<file path="config.mk">
export PLATFORM = sky130hd
export DESIGN_NAME = switch_debounce_sync_flat
export DESIGN_NICKNAME = d
export VERILOG_FILES = /design/src/rtl/switch_debounce_sync_pkg.sv /design/src/rtl/switch_debounce_sync_if.sv /design/src/rtl/switch_debounce_sync_debounce_bit.sv /design/src/rtl/switch_debounce_sync.sv /design/src/flat_wrapper.sv
export SDC_FILE = /design/constraint.sdc
export NUM_CORES = 1
export LEC_CHECK = 0
export ABC_AREA = 1
export CAP_MARGIN = 20
export CORE_ASPECT_RATIO = 0.7
export CORE_UTILIZATION = 49
export DETAILED_ROUTE_END_ITERATION = 7
export MAX_ROUTING_LAYER = met4
export PLACE_DENSITY = 0.81
export SYNTH_ARGS = -nofsm -noshare
export SYNTH_HDL_FRONTEND = slang
export SYNTH_SLANG_ARGS = --single-unit
</file>
<file path="constraint.sdc">
create_clock -name clk -period 1.3 [get_ports clk]
set_input_delay 0.39 -clock clk [delete_from_list [all_inputs] [get_ports clk]]
set_output_delay 0.39 -clock clk [all_outputs]
set_load 0.01 [all_outputs]
</file>
<file path="src/rtl/switch_debounce_sync_pkg.sv">
// Shared constants and helpers for the slide-switch conditioning path.
// Board timing gives a 10 ms debounce window; benches use a short window.
package switch_pkg;

  localparam int CLK_HZ              = 100_000_000;
  localparam int DEBOUNCE_MS         = 10;
  localparam int DEBOUNCE_CYCLES     = CLK_HZ / 1000 * DEBOUNCE_MS;
  localparam int SW_WIDTH            = 4;
  localparam int SIM_DEBOUNCE_CYCLES = 8;

  typedef enum logic [1:0] {
    EDGE_NONE = 2'd0,
    EDGE_RISE = 2'd1,
    EDGE_FALL = 2'd2
  } edge_e;

  function automatic edge_e edge_kind(input logic prev_lvl, input logic next_lvl);
    if (prev_lvl == next_lvl) return EDGE_NONE;
    return next_lvl ? EDGE_RISE : EDGE_FALL;
  endfunction

endpackage

</file>
<file path="src/rtl/switch_debounce_sync_if.sv">
// Switch bundle between the pin side (master) and the conditioner (slave).
interface switch_debounce_sync_if #(
  parameter int WIDTH = switch_pkg::SW_WIDTH
) ();

  logic [WIDTH-1:0] sw_raw;
  logic [WIDTH-1:0] sw_stable;
  logic [WIDTH-1:0] sw_rise;
  logic [WIDTH-1:0] sw_fall;
  logic             sw_changed;
  logic             all_settled;

  modport master (
    output sw_raw,
    input  sw_stable, sw_rise, sw_fall, sw_changed, all_settled
  );

  modport slave (
    input  sw_raw,
    output sw_stable, sw_rise, sw_fall, sw_changed, all_settled
  );

endinterface

</file>
<file path="src/rtl/switch_debounce_sync_debounce_bit.sv">
// One switch bit: two-flop synchroniser, stability counter, stable level
// and registered rise/fall strobes coincident with the level update.
module debounce_bit
  import switch_pkg::edge_e;
  import switch_pkg::edge_kind;
  import switch_pkg::EDGE_RISE;
  import switch_pkg::EDGE_FALL;
#(
  parameter int DEBOUNCE_CYCLES = 8,
  parameter int CNT_W           = $clog2(DEBOUNCE_CYCLES)
) (
  input  logic clk,
  input  logic rst_n,
  input  logic raw_i,
  output logic stable_o,
  output logic rise_o,
  output logic fall_o,
  output logic match_o
);

  localparam logic [CNT_W-1:0] CNT_MAX = CNT_W'(DEBOUNCE_CYCLES - 1);

  logic             s1_q, s2_q;
  logic             stable_q, stable_d;
  logic             rise_q, rise_d;
  logic             fall_q, fall_d;
  logic [CNT_W-1:0] cnt_q, cnt_d;
  edge_e            edge_w;

  assign edge_w = edge_kind(stable_q, s2_q);

  // Any matching cycle clears the count, so a bounce restarts the window.
  always_comb begin
    stable_d = stable_q;
    cnt_d    = '0;
    rise_d   = 1'b0;
    fall_d   = 1'b0;
    if (s2_q != stable_q) begin
      if (cnt_q == CNT_MAX) begin
        stable_d = s2_q;
        rise_d   = (edge_w == EDGE_RISE);
        fall_d   = (edge_w == EDGE_FALL);
      end else begin
        cnt_d = cnt_q + CNT_W'(1);
      end
    end
  end

  always_ff @(posedge clk) begin
    if (!rst_n) begin
      s1_q     <= 1'b0;
      s2_q     <= 1'b0;
      cnt_q    <= '0;
      stable_q <= 1'b0;
      rise_q   <= 1'b0;
      fall_q   <= 1'b0;
    end else begin
      s1_q     <= raw_i;
      s2_q     <= s1_q;
      cnt_q    <= cnt_d;
      stable_q <= stable_d;
      rise_q   <= rise_d;
      fall_q   <= fall_d;
    end
  end

  assign stable_o = stable_q;
  assign rise_o   = rise_q;
  assign fall_o   = fall_q;
  assign match_o  = (s2_q == stable_q);

endmodule

</file>
<file path="src/rtl/switch_debounce_sync.sv">
// Conditions the board slide switches into clean levels plus edge strobes;
// every output is driven from flops, never directly from the pins.
module switch_debounce_sync
  import switch_pkg::SW_WIDTH;
#(
  parameter int WIDTH           = SW_WIDTH,
  parameter int DEBOUNCE_CYCLES = switch_pkg::DEBOUNCE_CYCLES,
  parameter int CNT_W           = $clog2(DEBOUNCE_CYCLES)
) (
  input  logic                  clk,
  input  logic                  rst_n,
  switch_debounce_sync_if.slave bus
);

  logic [WIDTH-1:0] stable_w;
  logic [WIDTH-1:0] rise_w;
  logic [WIDTH-1:0] fall_w;
  logic [WIDTH-1:0] match_w;
  logic             all_settled_q, all_settled_d;

  for (genvar i = 0; i < WIDTH; i++) begin : g_bit
    debounce_bit #(
      .DEBOUNCE_CYCLES (DEBOUNCE_CYCLES),
      .CNT_W           (CNT_W)
    ) u_bit (
      .clk      (clk),
      .rst_n    (rst_n),
      .raw_i    (bus.sw_raw[i]),
      .stable_o (stable_w[i]),
      .rise_o   (rise_w[i]),
      .fall_o   (fall_w[i]),
      .match_o  (match_w[i])
    );
  end

  assign all_settled_d = &match_w;

  // Settled flag idles high out of reset: nothing is pending yet.
  always_ff @(posedge clk) begin
    if (!rst_n) begin
      all_settled_q <= 1'b1;
    end else begin
      all_settled_q <= all_settled_d;
    end
  end

  assign bus.sw_stable   = stable_w;
  assign bus.sw_rise     = rise_w;
  assign bus.sw_fall     = fall_w;
  assign bus.sw_changed  = |(rise_w | fall_w);
  assign bus.all_settled = all_settled_q;

endmodule

</file>
<file path="src/flat_wrapper.sv">
// flat-port wrapper written by rule: the top's interface ports become plain ports
module switch_debounce_sync_flat import switch_pkg::SW_WIDTH;
#(
  parameter int WIDTH           = SW_WIDTH,
  parameter int DEBOUNCE_CYCLES = switch_pkg::DEBOUNCE_CYCLES,
  parameter int CNT_W           = $clog2(DEBOUNCE_CYCLES)
)
  (clk, rst_n, bus_sw_raw, bus_sw_stable, bus_sw_rise, bus_sw_fall, bus_sw_changed, bus_all_settled);
  switch_debounce_sync_if #(.WIDTH(WIDTH)) bus_i ();
  input  logic clk;
  input  logic rst_n;
  input wire logic [$bits(bus_i.sw_raw)-1:0] bus_sw_raw;
  output wire logic [$bits(bus_i.sw_stable)-1:0] bus_sw_stable;
  output wire logic [$bits(bus_i.sw_rise)-1:0] bus_sw_rise;
  output wire logic [$bits(bus_i.sw_fall)-1:0] bus_sw_fall;
  output wire logic [$bits(bus_i.sw_changed)-1:0] bus_sw_changed;
  output wire logic [$bits(bus_i.all_settled)-1:0] bus_all_settled;
  assign bus_i.sw_raw = bus_sw_raw;
  assign bus_sw_stable = bus_i.sw_stable;
  assign bus_sw_rise = bus_i.sw_rise;
  assign bus_sw_fall = bus_i.sw_fall;
  assign bus_sw_changed = bus_i.sw_changed;
  assign bus_all_settled = bus_i.all_settled;
  switch_debounce_sync #(.WIDTH(WIDTH), .DEBOUNCE_CYCLES(DEBOUNCE_CYCLES), .CNT_W(CNT_W)) u_core (.clk(clk), .rst_n(rst_n), .bus(bus_i));
endmodule
</file>
# Word-level counts from Yosys, hierarchy flattened
# Index checks and enable logic that the tools add are counted.
totals:
  register_bits: 101
  word_cells: 89
  input_bits: 6
  output_inout_bits: 14
classes:
  n_reduce_logical: 14
  add_sub_neg: 4
  n_bitwise: 6
  muxes: 16
  n_eq_ne: 24
op_table:
  columns: ["op", "count"]
  rows:
  - ["$add A20 B1 Y20 const B", 4]
  - ["$eq A20 B20 Y1 const B", 4]
  - ["$mux W2", 12]
  - ["$reduce_and A3 Y1", 4]
  - ["$reduce_or A3 Y1", 4]
  - ["$eq A1 B1 Y1", 8]
  - ["$eq A2 B1 Y1 const B", 4]
  - ["$eq A2 B2 Y1 const B", 4]
  - ["$reduce_and A2 Y1", 4]
  - ["$not A1 Y1", 5]
  - ["$mux W1", 4]
  - ["$ne A1 B1 Y1", 4]
  - ["$or A4 B4 Y4", 1]
  - ["$reduce_and A4 Y1", 1]
  - ["$reduce_or A4 Y1", 1]

# Depth between registers and ports, before layout
logic_depth:
  ltp_word: 4
  depth_mapped: 9
  depth_no_buf: 9

# By module
# From an unflattened synthesis, not the netlist that was laid out.
hier_totals:
  hier_cells: 750
  area_unflattened_um2: 5166.2
by_module_without_submodules:
  columns: ["module", "n_inst", "cells_per_inst", "seq_area_each_um2", "area_each_um2"]
  rows:
  - ["debounce_bit", 4, 183, 500.5, 1270.0]
  - ["switch_debounce_sync", 1, 18, 20.0, 86.3]

# Worst setup path before layout
# Ideal clock, no wire load.
synth_path:
  path_type: "flip-flop to flip-flop"
  startpoint: "register u_core.g_bit[3].u_bit.cnt_q[0]"
  endpoint: "register u_core.g_bit[3].u_bit.cnt_q[10]"
  path_stages_with_launch: 8
  t_arrival_ns: 1.291
  path_slack_ns: -0.105
  cell_sequence: "dfxtp_1 -> ha_1 -> nand2_2 -> nor2_8 -> nand3_2 -> o21ai_4 -> buf_6 -> nor2_2"
synth_between:
  elab_chain_cells: 2
  word_cells_on_any_way: 3
synth_rtl:
  columns: ["element", "line", "text"]
  rows:
  - ["start: declaration", "switch_debounce_sync_debounce_bit.sv:27", "logic [CNT_W-1:0] cnt_q, cnt_d;"]
  - ["start signal: assignment", "switch_debounce_sync_debounce_bit.sv:60", "cnt_q <= cnt_d;"]
  - ["branches (longest 2 deep; another with $add A20 B1 Y20)", null, null]
# Parallel ways; which one is timed is not known.
# A chain may end at the register's enable or synchronous reset.

# Worst setup path after layout
layout_path:
  startpoint: "register u_core.g_bit[3].u_bit.rise_q"
  endpoint: "output port bus_sw_changed"
layout_between:
  elab_chain_cells: 2
layout_rtl:
  columns: ["element", "line", "text"]
  rows:
  - ["start: declaration", "switch_debounce_sync_debounce_bit.sv:25", "logic rise_q, rise_d;"]
  - ["start signal: assignment", "switch_debounce_sync_debounce_bit.sv:62", "rise_q <= rise_d;"]
  - ["$or A4 B4 Y4", "switch_debounce_sync.sv:50", "assign bus.sw_changed = |(rise_w | fall_w);"]
  - ["$reduce_or A4 Y1", "switch_debounce_sync.sv:50", null]
  - ["end: declaration", "flat_wrapper.sv:16", "output wire logic [$bits(bus_i.sw_changed)-1:0] bus_sw_changed;"]
# No other way between the ends.

==> impl_metrics.yaml <==
min_path:
  worstHoldPathCells: 2
  worstHoldStart: "u_core.g_bit[0].u_bit.s1_q$_SDFF_PN0_"
  hp-class: "reg -> reg"
  whs_endpoint: "u_core.g_bit[0].u_bit.s2_q$_SDFF_PN0_"
cts:
  cts_buffers: 9
  clk_path_buf_depth: 2
  hold_buffers: 0
  clk_latency_ns: 0.37
  cts.htree.levels: 3
  clock-sinks: 101
  root_buffer: "clkbuf_16"
  cts_tree: "done"
  clk_pin_slew_ns: 0.07
pwr:
  power_mw: 5.86
  power_leakage_nw: 2.82
  ir_drop_uv: 769
  power.density_mw_per_mm2: 746
floorplanning:
  initial_core_util: 0.516
  die_h_microns: 87.5
  die-area_sq_mm: 0.0109
  chipWidth_microns: 124
  io_pins: 20
  fp.coreArea_sq_mm: 0.00991
  row_count: 30
synth:
  synth.net_count: 754
  ys_ff_latch: 101
  synth_area_leaders: "dfxtp_1 (40%), nand2_1 (13%), nor2_1 (11%)"
  syn_area_per_cell_sq_um: 6.95
  ys_warn_count: 0
  ys_seq_area_frac: 0.395
  syn_inst: 736
  synth_top_area_cell: "dfxtp_1"
  ys_types: 34
  yosys.area.top_type_share: 0.395
  synth_area_sq_mm: 0.00512
critical_path:
  r2r_end: "u_core.g_bit[3].u_bit.cnt_q[16]$_SDFF_PP0_"
  worst_path_largest_cell_delay_ns: 0.34
  worstReg2RegStart: "u_core.g_bit[3].u_bit.cnt_q[9]$_SDFF_PP0_"
  critPathSlowestCell: "dfxtp_2"
  r2r_slack_ns: -0.27
  critPathKind: "reg -> out"
  critPathMaxFanout: 2
  worstPathRequired_ns: 0.91
  reg2reg_depth: 8
  critPathLaunchType: "flop"
  cp.arrival_ns: 1.33
  end_kind: "output pin"
  cp_cell_sequence: "nor4_2 -> buf_4 -> nand2_2 -> buf_6"
finish:
  drive_above_1_share: 0.495
  num-fill-cells: 540
  area_growth_pct: 53.5
  final_cells: 1011
  final_common_cell: "nand2_1"
  finalNetCount: 895
  final_cell_mix: "nand2_1 (148), buf_4 (95), nor2_1 (76)"
  fin_util: 0.793
  register_area_sq_mm: 0.00211
  multi_input_area_sq_mm: 0.00361
route:
  ant_nets: 0
  routed_wl_mm: 19.1
  drt-wirelength-per-cell_microns: 18.9
  drtIter0Drc: 619
  drc: 0
  viasPerCell: 5.87
  drt_first_pass_iters: 8
  vias: 5935
sta:
  finalSetupViolations: 81
  drv_slew: 0
  finClkSkew_ns: 0.0127
  fin_crit_sh: 1.32
  rsz0062_at_grt: "true"
  relSlewSlack: 0.775
  max_freq_ghz: 0.583
  fin_ws_ns: -0.415
  worst_pin_slew_ns: 0.336
  hold_viol: 0
  period_minus_slack_ns: 1.72
global_route:
  grt_use_total: 0.279
  grt_pass1_wl_mm: 22.9
  grt_start_max_net_pins: 21
  antenna_found_initial: 1
  grt_pass1_vias: 5128
  grt-ovfl-total: 0
placement:
  dp_hpwl_mm: 9.23
  place_congestion: 0.897
  dp_cells: 959
  io_buffers: 19
run_status:
  violations: "setup timing"
  status: "finished, violations left"
flow_run:
  maxCapViolCount: 0
how the worst max path moves through the flow:
stage | start | endpoint | slack, ns | cells after the start
after global placement | u_core.g_bit[2].u_bit.fall_o$_SDFF_PN0_ | bus_sw_changed | -0.35 | 4
after floorplan | u_core.g_bit[3].u_bit.cnt_q[0]$_SDFF_PP0_ | u_core.g_bit[3].u_bit.cnt_q[6]$_SDFF_PP0_ | -0.05 | 7
final | u_core.g_bit[3].u_bit.rise_o$_SDFF_PN0_ | bus_sw_changed | -0.42 | 4
after CTS | u_core.g_bit[3].u_bit.fall_o$_SDFF_PN0_ | bus_sw_changed | -0.35 | 4
after detailed placement | rst_n | u_core.g_bit[3].u_bit.cnt_q[17]$_SDFF_PP0_ | -0.40 | 7
after global routing | u_core.g_bit[3].u_bit.rise_o$_SDFF_PN0_ | bus_sw_changed | -0.41 | 4
per-stage QoR:
stage | setup WS (ns) | hold slack, ns | area (sq um) | TNS [ns]
floorplan | -0.0493 | 0.390 | 5170 | -0.452
global placement | -0.346 | 0.399 | 6110 | -21.51
detailed placement | -0.403 | 0.403 | 6110 | -25.48
CTS | -0.349 | 0.415 | 6890 | -2.23
global route | -0.407 | 0.434 | 7850 | -13.58
finish | -0.415 | 0.406 | 7850 | -7.63
sequential cells by signal (all words and copies together), names as in the netlist:
register / count
u_core.g_bit.u_bit.cnt_q: 80
u_core.g_bit.u_bit.fall_o: 4
u_core.g_bit.u_bit.rise_o: 4
u_core.g_bit.u_bit.s1_q: 4
u_core.g_bit.u_bit.s2_q: 4
u_core.g_bit.u_bit.stable_o: 4
u_core.bus.all_settled: 1
critical path: cells and delay by family (launching register included):
kind / cells / cell delay [ns]
buffers and inverters: 2 / 0.30
flip-flops: 1 / 0.34
AND/OR/NAND/NOR: 2 / 0.32
cell usage after synthesis (all sizes together):
library cell,n
or2,9
xnor2,10
a21o,1
nand3,46
a21oi,30
nand4,22
o21bai,3
o21ai,8
dfxtp,101
xor2,19
nor4,2
nand2,176
nor3b,2
nor3,9
buf,18
o41ai,1
nand3b,5
nor2,169
ha,12
inv,92
clkbuf,1
power breakdown:
| part | internal, mW | total [mW] | switching, mW |
|---|---|---|---|
| logic | 0.0931 | 0.208 | 0.115 |
| clock network | 1.29 | 2.54 | 1.26 |
| registers | 3.09 | 3.11 | 0.0144 |
| total | 4.48 | 5.86 | 1.38 |
routing by layer:
layer  GRT usage  vias to the layer above  wire length [microns]
li1            -                     2581                      -
met1       0.323                     2751                   7020
met2       0.475                      429                   9050
met3      0.0596                      174                   1690
met4      0.0985                        0                   1390
met5           -                        -                      0
layout make-up:
cell class | count | area share
antenna | 1 | 0.000319
clock buffer | 11 | 0.0296
clock inverter | 5 | 0.00350
inverter | 92 | 0.0449
multi-input combinational | 527 | 0.460
sequential | 101 | 0.269
tap | 128 | 0.0204
timing repair buffer | 146 | 0.172
logic make-up after synthesis:
| family | share of synthesized area |
|---|---|
| buffers and inverters | 0.0961 |
| adder cells (fa/ha/maj) | 0.0293 |
| AO/OA/AOI/OAI | 0.0484 |
| flip-flops | 0.395 |
| XOR/XNOR | 0.0496 |
| AND/OR/NAND/NOR | 0.381 |
what timing repair did:
item | 4_1_cts | 5_1_grt
buffers inserted | 18 | 20
cloned | 1 | 6
endpoints found under the setup margin | 104 | 106
pin swaps | 27 | 85
resized for setup | 165 | 237
Note: power is estimated with default switching activity, not from simulation.
